**src/rtl/alu_arbiter.sv**
```systemverilog
// -----------------------------------------------------------------------------
// alu_arbiter
//
// Shares one external combinational ALU between two requesters. A request is
// granted combinationally in IDLE; the winner's mode/operands are registered
// onto ALU_MODE/ALU_A/ALU_B for one EXEC cycle, the ALU result and E/Z flags
// are captured at the end of EXEC, and the owner sees a one-cycle DONE pulse.
// Undefined modes (19..31) never reach the ALU: they go straight to DONE with
// ERR set and a zero result.
//
// Optional feature macro: ALU_ARB_RR_EN
//   defined   -> round-robin between simultaneous requesters
//   undefined -> fixed priority, requester 0 wins ties
//
// Ports
//   CLK, RST                 clock, synchronous active-high reset
//   REQ0/1, MODE0/1          request and 5-bit mode per requester
//   A0/B0, A1/B1             8-bit operands per requester
//   GNT0/1                   combinational grant (operands sampled this cycle)
//   DONE0/1                  one-cycle result-valid pulse to the owner
//   RDATA, RE, RZ, ERR       registered result, flags, rejected-mode flag
//   BUSY                     high whenever not IDLE
//   ALU_MODE, ALU_A, ALU_B   registered drive to the ALU
//   ALU_DATA, ALU_E, ALU_Z   ALU outputs
// -----------------------------------------------------------------------------
module alu_arbiter (
    input  logic       CLK,
    input  logic       RST,
    input  logic       REQ0,
    input  logic       REQ1,
    input  logic [4:0] MODE0,
    input  logic [4:0] MODE1,
    input  logic [7:0] A0,
    input  logic [7:0] B0,
    input  logic [7:0] A1,
    input  logic [7:0] B1,
    output logic       GNT0,
    output logic       GNT1,
    output logic       DONE0,
    output logic       DONE1,
    output logic [7:0] RDATA,
    output logic       RE,
    output logic       RZ,
    output logic       ERR,
    output logic       BUSY,
    output logic [4:0] ALU_MODE,
    output logic [7:0] ALU_A,
    output logic [7:0] ALU_B,
    input  logic [7:0] ALU_DATA,
    input  logic       ALU_E,
    input  logic       ALU_Z
);

    localparam logic [4:0] MODE_MOV = 5'd8;
    localparam logic [4:0] MODE_MAX = 5'd18;
    localparam logic [4:0] MODE_CLE = 5'd17;
    localparam logic [4:0] MODE_CLZ = 5'd18;

    typedef enum logic [1:0] {
        S_IDLE = 2'd0,
        S_EXEC = 2'd1,
        S_DONE = 2'd2
    } state_t;

    state_t     state_q, state_d;
    logic       owner_q, owner_d;
    logic [7:0] rdata_q, rdata_d;
    logic       re_q, re_d;
    logic       rz_q, rz_d;
    logic       err_q, err_d;
    logic [4:0] alu_mode_q, alu_mode_d;
    logic [7:0] alu_a_q, alu_a_d;
    logic [7:0] alu_b_q, alu_b_d;

    logic       req_any;
    logic       win;      // 0: requester 0 wins, 1: requester 1 wins
    logic       grant;
    logic [4:0] sel_mode;
    logic [7:0] sel_a;
    logic [7:0] sel_b;

    assign req_any = REQ0 | REQ1;
    // Reset overrides any request presented in the same cycle.
    assign grant   = (state_q == S_IDLE) && req_any && !RST;

`ifdef ALU_ARB_RR_EN
    logic last_q, last_d;

    // On a tie the requester not served last wins; a lone requester always wins.
    assign win    = REQ0 ? (REQ1 ? ~last_q : 1'b0) : 1'b1;
    assign last_d = grant ? win : last_q;

    always_ff @(posedge CLK) begin
        if (RST) begin
            last_q <= 1'b1;
        end else begin
            last_q <= last_d;
        end
    end
`else
    assign win = ~REQ0;
`endif

    assign sel_mode = win ? MODE1 : MODE0;
    assign sel_a    = win ? A1    : A0;
    assign sel_b    = win ? B1    : B0;

    always_comb begin
        state_d    = state_q;
        owner_d    = owner_q;
        rdata_d    = rdata_q;
        re_d       = re_q;
        rz_d       = rz_q;
        err_d      = err_q;
        alu_mode_d = alu_mode_q;
        alu_a_d    = alu_a_q;
        alu_b_d    = alu_b_q;

        case (state_q)
            S_IDLE: begin
                if (req_any) begin
                    owner_d = win;
                    if (sel_mode <= MODE_MAX) begin
                        alu_mode_d = sel_mode;
                        alu_a_d    = sel_a;
                        alu_b_d    = sel_b;
                        state_d    = S_EXEC;
                    end else begin
                        // Rejected mode: ALU keeps its idle MOV/0/0 drive.
                        rdata_d = 8'h00;
                        re_d    = 1'b0;
                        rz_d    = 1'b0;
                        err_d   = 1'b1;
                        state_d = S_DONE;
                    end
                end
            end
            S_EXEC: begin
                // CLE/CLZ leave ALU data undefined, so the result is forced to 0.
                if ((alu_mode_q == MODE_CLE) || (alu_mode_q == MODE_CLZ)) begin
                    rdata_d = 8'h00;
                end else begin
                    rdata_d = ALU_DATA;
                end
                re_d       = ALU_E;
                rz_d       = ALU_Z;
                err_d      = 1'b0;
                alu_mode_d = MODE_MOV;
                alu_a_d    = 8'h00;
                alu_b_d    = 8'h00;
                state_d    = S_DONE;
            end
            S_DONE: begin
                state_d = S_IDLE;
            end
            default: begin
                state_d = S_IDLE;
            end
        endcase
    end

    always_ff @(posedge CLK) begin
        if (RST) begin
            state_q    <= S_IDLE;
            owner_q    <= 1'b0;
            rdata_q    <= 8'h00;
            re_q       <= 1'b0;
            rz_q       <= 1'b0;
            err_q      <= 1'b0;
            alu_mode_q <= MODE_MOV;
            alu_a_q    <= 8'h00;
            alu_b_q    <= 8'h00;
        end else begin
            state_q    <= state_d;
            owner_q    <= owner_d;
            rdata_q    <= rdata_d;
            re_q       <= re_d;
            rz_q       <= rz_d;
            err_q      <= err_d;
            alu_mode_q <= alu_mode_d;
            alu_a_q    <= alu_a_d;
            alu_b_q    <= alu_b_d;
        end
    end

    assign GNT0     = grant && !win;
    assign GNT1     = grant &&  win;
    assign DONE0    = (state_q == S_DONE) && !owner_q;
    assign DONE1    = (state_q == S_DONE) &&  owner_q;
    assign BUSY     = (state_q != S_IDLE);
    assign RDATA    = rdata_q;
    assign RE       = re_q;
    assign RZ       = rz_q;
    assign ERR      = err_q;
    assign ALU_MODE = alu_mode_q;
    assign ALU_A    = alu_a_q;
    assign ALU_B    = alu_b_q;

endmodule

```
**config.mk**
```make
export PLATFORM = sky130hd
export DESIGN_NAME = alu_arbiter
export DESIGN_NICKNAME = d
export VERILOG_FILES = /design/src/rtl/alu_arbiter.sv
export SDC_FILE = /design/constraint.sdc
export NUM_CORES = 1
export LEC_CHECK = 0
export BUFFER_PORTS_ARGS = -buffer_cell sky130_fd_sc_hd__buf_2
export CELL_PAD_IN_SITES_DETAIL_PLACEMENT = 1
export CELL_PAD_IN_SITES_GLOBAL_PLACEMENT = 2
export CORE_MARGIN = 2
export CORE_UTILIZATION = 28
export DETAILED_ROUTE_END_ITERATION = 10
export PLACE_DENSITY_LB_ADDON = 0.08
export SLEW_MARGIN = 20
export SYNTH_ARGS = -nofsm -noshare
export SYNTH_HDL_FRONTEND = slang
export SYNTH_SLANG_ARGS = --single-unit
```
**constraint.sdc**
```tcl
create_clock -name CLK -period 2.58 [get_ports CLK]
set_input_delay 0.387 -clock CLK [delete_from_list [all_inputs] [get_ports CLK]]
set_output_delay 0.387 -clock CLK [all_outputs]
set_load 0.01 [all_outputs]
```
==> Yosys cells after proc, flatten, opt, wreduce, memory -nomap -nowiden <==
Cells that the tools add are included.
{ "totals": {"regBits": 35, "latchBits": 0, "ram_bits": 0, "mem_bits_ro": 0, "in_bits": 56, "output_inout_bits": 37, "wordCells": 60, "memories": 0} }
{ "classes": {"add_sub_neg": 0, "n_mul": 0, "div_mod_pow": 0, "order_cmp": 1, "eq_ne": 7, "shift": 0, "muxes": 26, "bitwise_logic": 2, "n_reduce_logical": 15} }
{ "ops": {"columns": ["cell", "count"], "rows": [
  ["two-way mux 8 bit", 9],
  ["one-hot mux 8 bit (2 select lines)", 3],
  ["two-way mux 5 bit", 3],
  ["== test 5 bit (second input constant)", 2],
  ["one-hot mux 5 bit (2 select lines)", 1],
  ["logical AND 1 bit", 6],
  ["one-hot mux 1 bit (2 select lines)", 3],
  ["AND reduction 3 bit", 2],
  ["less-or-equal comparator 5 bit (second input constant)", 1],
  ["two-way mux 1 bit", 4],
  ["two-way mux 2 bit", 2],
  ["!= test 2 bit (second input constant)", 2],
  ["one-hot mux 2 bit (2 select lines)", 1],
  ["nonzero test 2 bit", 2],
  ["== test 2 x 1 -> 1 bit (second input constant)", 1],
  ["== test 2 bit (second input constant)", 1],
  ["zero test 1 bit", 2],
  ["zero test 2 bit", 1],
  ["!= test 2 x 1 -> 1 bit (second input constant)", 1],
  ["AND reduction 2 bit", 1],
  ["logical OR 1 bit", 1],
  ["inverter 1 bit", 1],
  ["bitwise OR 1 bit", 1]
]} }

==> Logic depth before layout (Yosys ltp) <==
{ "depth": {"ltp_word": 5, "mapped_depth": 6, "ltp_nobuf": 4} }

==> Least setup slack after synthesis <==
No wires, ideal clock.
{ "synth_path": {"path_kind": "input to output", "from": "input port RST", "to": "output port GNT1", "arrival_ns": 1.237, "required_ns": 2.193, "setup_slack_ns": 0.956, "cell_stages": 3, "path_buffers": 2, "path_cell_list": "buf_2 -> clkbuf_1 -> nor4b_1"} }
{ "synth_via": {"elab_chain_len": 3} }
{ "synth_lines": {"columns": ["element", "line_no", "source"], "rows": [
  ["start, declared", "28", "input logic RST,"],
  ["zero test 1 bit", "84", "assign grant = (state_q == S_IDLE) && req_any && !RST;"],
  ["logical AND 1 bit", "84", null],
  ["logical AND 1 bit", "187", "assign GNT1 = grant && win;"],
  ["end, declared", "38", "output logic GNT1,"]
]} }
No other way between the ends.

==> Worst setup path in the final report <==
{ "layout_path": {"from": "register state_q[1]", "to": "output port GNT1"} }
{ "layout_via": {"elab_chain_len": 4} }
{ "layout_lines": {"columns": ["element", "line_no", "source"], "rows": [
  ["start, declared", "65", "state_t state_q, state_d;"],
  ["start signal, assigned", "174", "state_q <= state_d;"],
  ["zero test 2 bit", "84", null],
  ["logical AND 1 bit (2 in a row)", "84", null],
  ["logical AND 1 bit", "187", null]
]} }
No other way between the ends.

==> summary.md <==
| Metric | Value |
|---|---|
| CTS Sinks | `35` |
| RSZ-0062 raised after global routing | `false` |
| Synthesized area per cell | `approximately 11 um^2` |
| Root Driver | `clkbuf_8` |
| Status | `finished, final reports clean` |
| Die Height | `roughly 85 um` |
| Initial antenna violation count | `0` |
| CTS tree | `yes` |
| Commonest non-fill, non-tap cell in the layout | `buf_2` |
| Layout cells sized above 1 | `about half` |
| Total Power | `about 1.6 mW` |
| Hold/Removal Path Class | `input pin to flop` |
| Worst vdd ir | `between 0.0003 and 0.0004 V` |
| IO Count | `93` |
| Register area share after synthesis | `37.91%` |
| Cell area after synthesis | `around 1800 um^2` |
| Critical Path RT | `approximately 2.2 ns` |
| Die area | `slightly above 7000 um^2` |
| Post-route DRC | `0` |
| Cts bufs inserted | `5` |
| Global route total overflow | `0` |
| Largest net degree at the start of global routing | `21` |
| Pwr Density | `~640 nW/um^2` |
| Nets | `between 300 and 400` |
| Worst Skew | `about 0.0071 ns` |
| Switch share | `roughly a quarter` |
| Core Area | `6350 um^2` |
| Slew HR | `a little under three fifths` |
| Setup Crit Path Kind | `flop to primary output` |
| Final setup TNS | `0 ns` |
| Worst slew pin tran | `between 0.6 and 0.7 ns` |
| Max Slew Vio Count | `0` |
| Maximum fanout along the worst path | `10` |
| I/O Buffers | `between 90 and 100` |
| Final ANT Viol Nets | `0` |
| Static Leak | `roughly 1.3 nW` |
| Nature of the critical path startpoint | `flop` |
| Final count of hold timing violations | `0` |
| DR iter-0 viols | `31` |
| # fillers | `767` |
| Routed WL | `slightly above 5000 um` |
| Clk slew on worst S/H paths | `around 0.070 ns` |
| Routed length per instance | `about 15 um` |
| Most frequent cells in the layout | `92 x buf_2, 35 x dfxtp_1, 24 x nor2_1, 21 x nor2b_1, 20 x mux2i_1` |
| Fmax | `540.1 MHz` |
| Switching power | `~430 uW` |
| Crit end category | `primary output` |
| # Max-Cap Violations | `0` |
| GRT Total Usage | `13.98%` |
| Seq cells post-synth | `35` |
| Site Rows | `29` |
| Initial Util | `between 20% and 30%` |
| Die Wd | `roughly 85 um` |
| Gpl congestion | `approximately 0.72` |
| Post-Syn Nets | `approximately 230` |
| P_int | `1.177 mW` |
| Synth Instances | `approximately 180` |
| Logic pwr share | `a little under a quarter` |
| Final Setup Violations | `0` |
| Worst path arrival time | `roughly 1.5 ns` |
| Detailed Place HPWL | `around 3800 um` |
| Final worst-path cycle share | `a little under three quarters` |
| H-tree depth | `2` |
| Hold_buf cts | `0` |
| Minimum clock period | `around 1.9 ns` |
| Via density | `about 4.7` |
| 1st-pass router iterations | `4` |
| Vias | `between 1500 and 2000` |
| Inserted Diodes | `0` |
| # resized after CTS | `0` |
| Reg power frac | `around two fifths` |
| Post-CTS setup buffer count | `0` |
| Vias in the first global route | `roughly 1600` |
| Clk pwr share | `a little under two fifths` |
| First-pass GRT wire length | `between 8000 and 9000 um` |
| Syn-to-layout area delta | `35.34%` |
| Yosys warns | `0` |
| Skew-Pair Late Insertion Delay | `approximately 0.29 ns` |
| Clock buffer depth | `2` |
| Count of cell types in the netlist | `35` |
## layout make-up
| cell class | instances | area [um^2] | share of cell area [%] |
|---|---|---|---|
| multi-input cells | 128 | 1077 | 43.07 |
| flip-flops and latches | 35 | 700.7 | 28.01 |
| repair buffers | 96 | 490.5 | 19.61 |
| well taps | 77 | 96.34 | 3.852 |
| clock buffers | 6 | 72.57 | 2.901 |
| clock inverters | 2 | 60.06 | 2.401 |
| inverters | 1 | 3.754 | 0.1501 |
## worst paths after layout
path | from | to | slack (ns) | cells past startpoint
max | state_q[1] | GNT1 | 0.73 | 4
min | ALU_DATA[4] | RDATA[4] | 0.31 | 2
max reg2reg | state_q[1] | ALU_MODE[3] | 0.84 | 5
min reg2reg | RDATA[3] | RDATA[3] | 0.47 | 1
## synthesized netlist by cell type (all sizes together)
| cell | number | area (um^2) |
|---|---|---|
| nor2b | 21 | 131.4 |
| xor2 | 1 | 8.760 |
| o22a | 1 | 10.01 |
| nor3 | 2 | 15.01 |
| a22o | 8 | 70.07 |
| a311oi | 4 | 41.29 |
| buf | 9 | 66.31 |
| a21oi | 5 | 28.78 |
| mux2i | 20 | 200.2 |
| nor3b | 2 | 15.01 |
| nor4b | 2 | 17.52 |
| inv | 1 | 3.750 |
| nand2 | 3 | 11.26 |
| a211o | 1 | 8.760 |
| o21ba | 1 | 10.01 |
| o21ai | 1 | 8.760 |
| mux2 | 19 | 285.3 |
| dfxtp | 35 | 700.7 |
| clkbuf | 2 | 7.510 |
| and3b | 1 | 8.760 |
| nor2 | 26 | 107.6 |
| o21a | 1 | 7.510 |
| o221ai | 1 | 8.760 |
| a2111oi | 1 | 8.760 |
| nand2b | 3 | 26.27 |
| a211oi | 4 | 40.03 |
## sequential cells by signal, indices dropped and copies added, names as in the netlist
name	flops
ALU_MODE	5
RZ	1
ALU_B	8
owner_q	1
RE	1
ERR	1
state_q	2
RDATA	8
ALU_A	8
## per-layer routing
layer  vias up  part of all wire, %  GRT usage (%)
met1       771                   45          17.22
met5         -                    0              0
met2        47                   49          24.08
met4         0                 0.95          3.896
li1        804                    -              -
met3         6                  5.5          3.599
## critical path, stage by stage (launching register included)
cell	delay (ns)
dfxtp_1	0.42
nor2_2	0.20
inv_1	0.12
nor4b_1	0.25
buf_2	0.18
## cell families (layout without fill, tap and decap cells)
| family | count (synthesis) | after routing | share of synthesized area, % |
|---|---|---|---|
| flip-flops | 35 | 35 | 37.91 |
| multiplexers | 39 | 39 | 26.27 |
| XOR/XNOR | 1 | 1 | 0.4740 |
| AND/OR/NAND/NOR | 60 | 60 | 18.01 |
| AO/OA/AOI/OAI | 28 | 28 | 13.14 |
| buffers and inverters | 12 | 105 | 4.197 |
## stage by stage
step           setup slack [ns]  cell area, um^2  utilization [%]  hold slack [ns]  instances
2_1_floorplan            0.9564             1848                -           0.5026        175
3_3_place_gp             0.5418             2369            37.30           0.4520        337
3_5_place_dp             0.5157             2369            37.30           0.4510        337
4_1_cts                  0.6794             2501            39.39           0.3047        345
5_1_grt                  0.5212             2501            39.39           0.3060        345
6_report                 0.7284             2501            39.39           0.3133        345
## power groups by stage
stage	clock network, mW	logic, mW	registers, mW
finish	0.595	0.384	0.624
global route	0.633	0.421	0.633
global placement	0	0.388	0.637
CTS	0.613	0.392	0.626
detailed placement	0	0.391	0.637
floorplan	0	0.237	0.654
No activity file was read; power rests on OpenSTA's default activity.
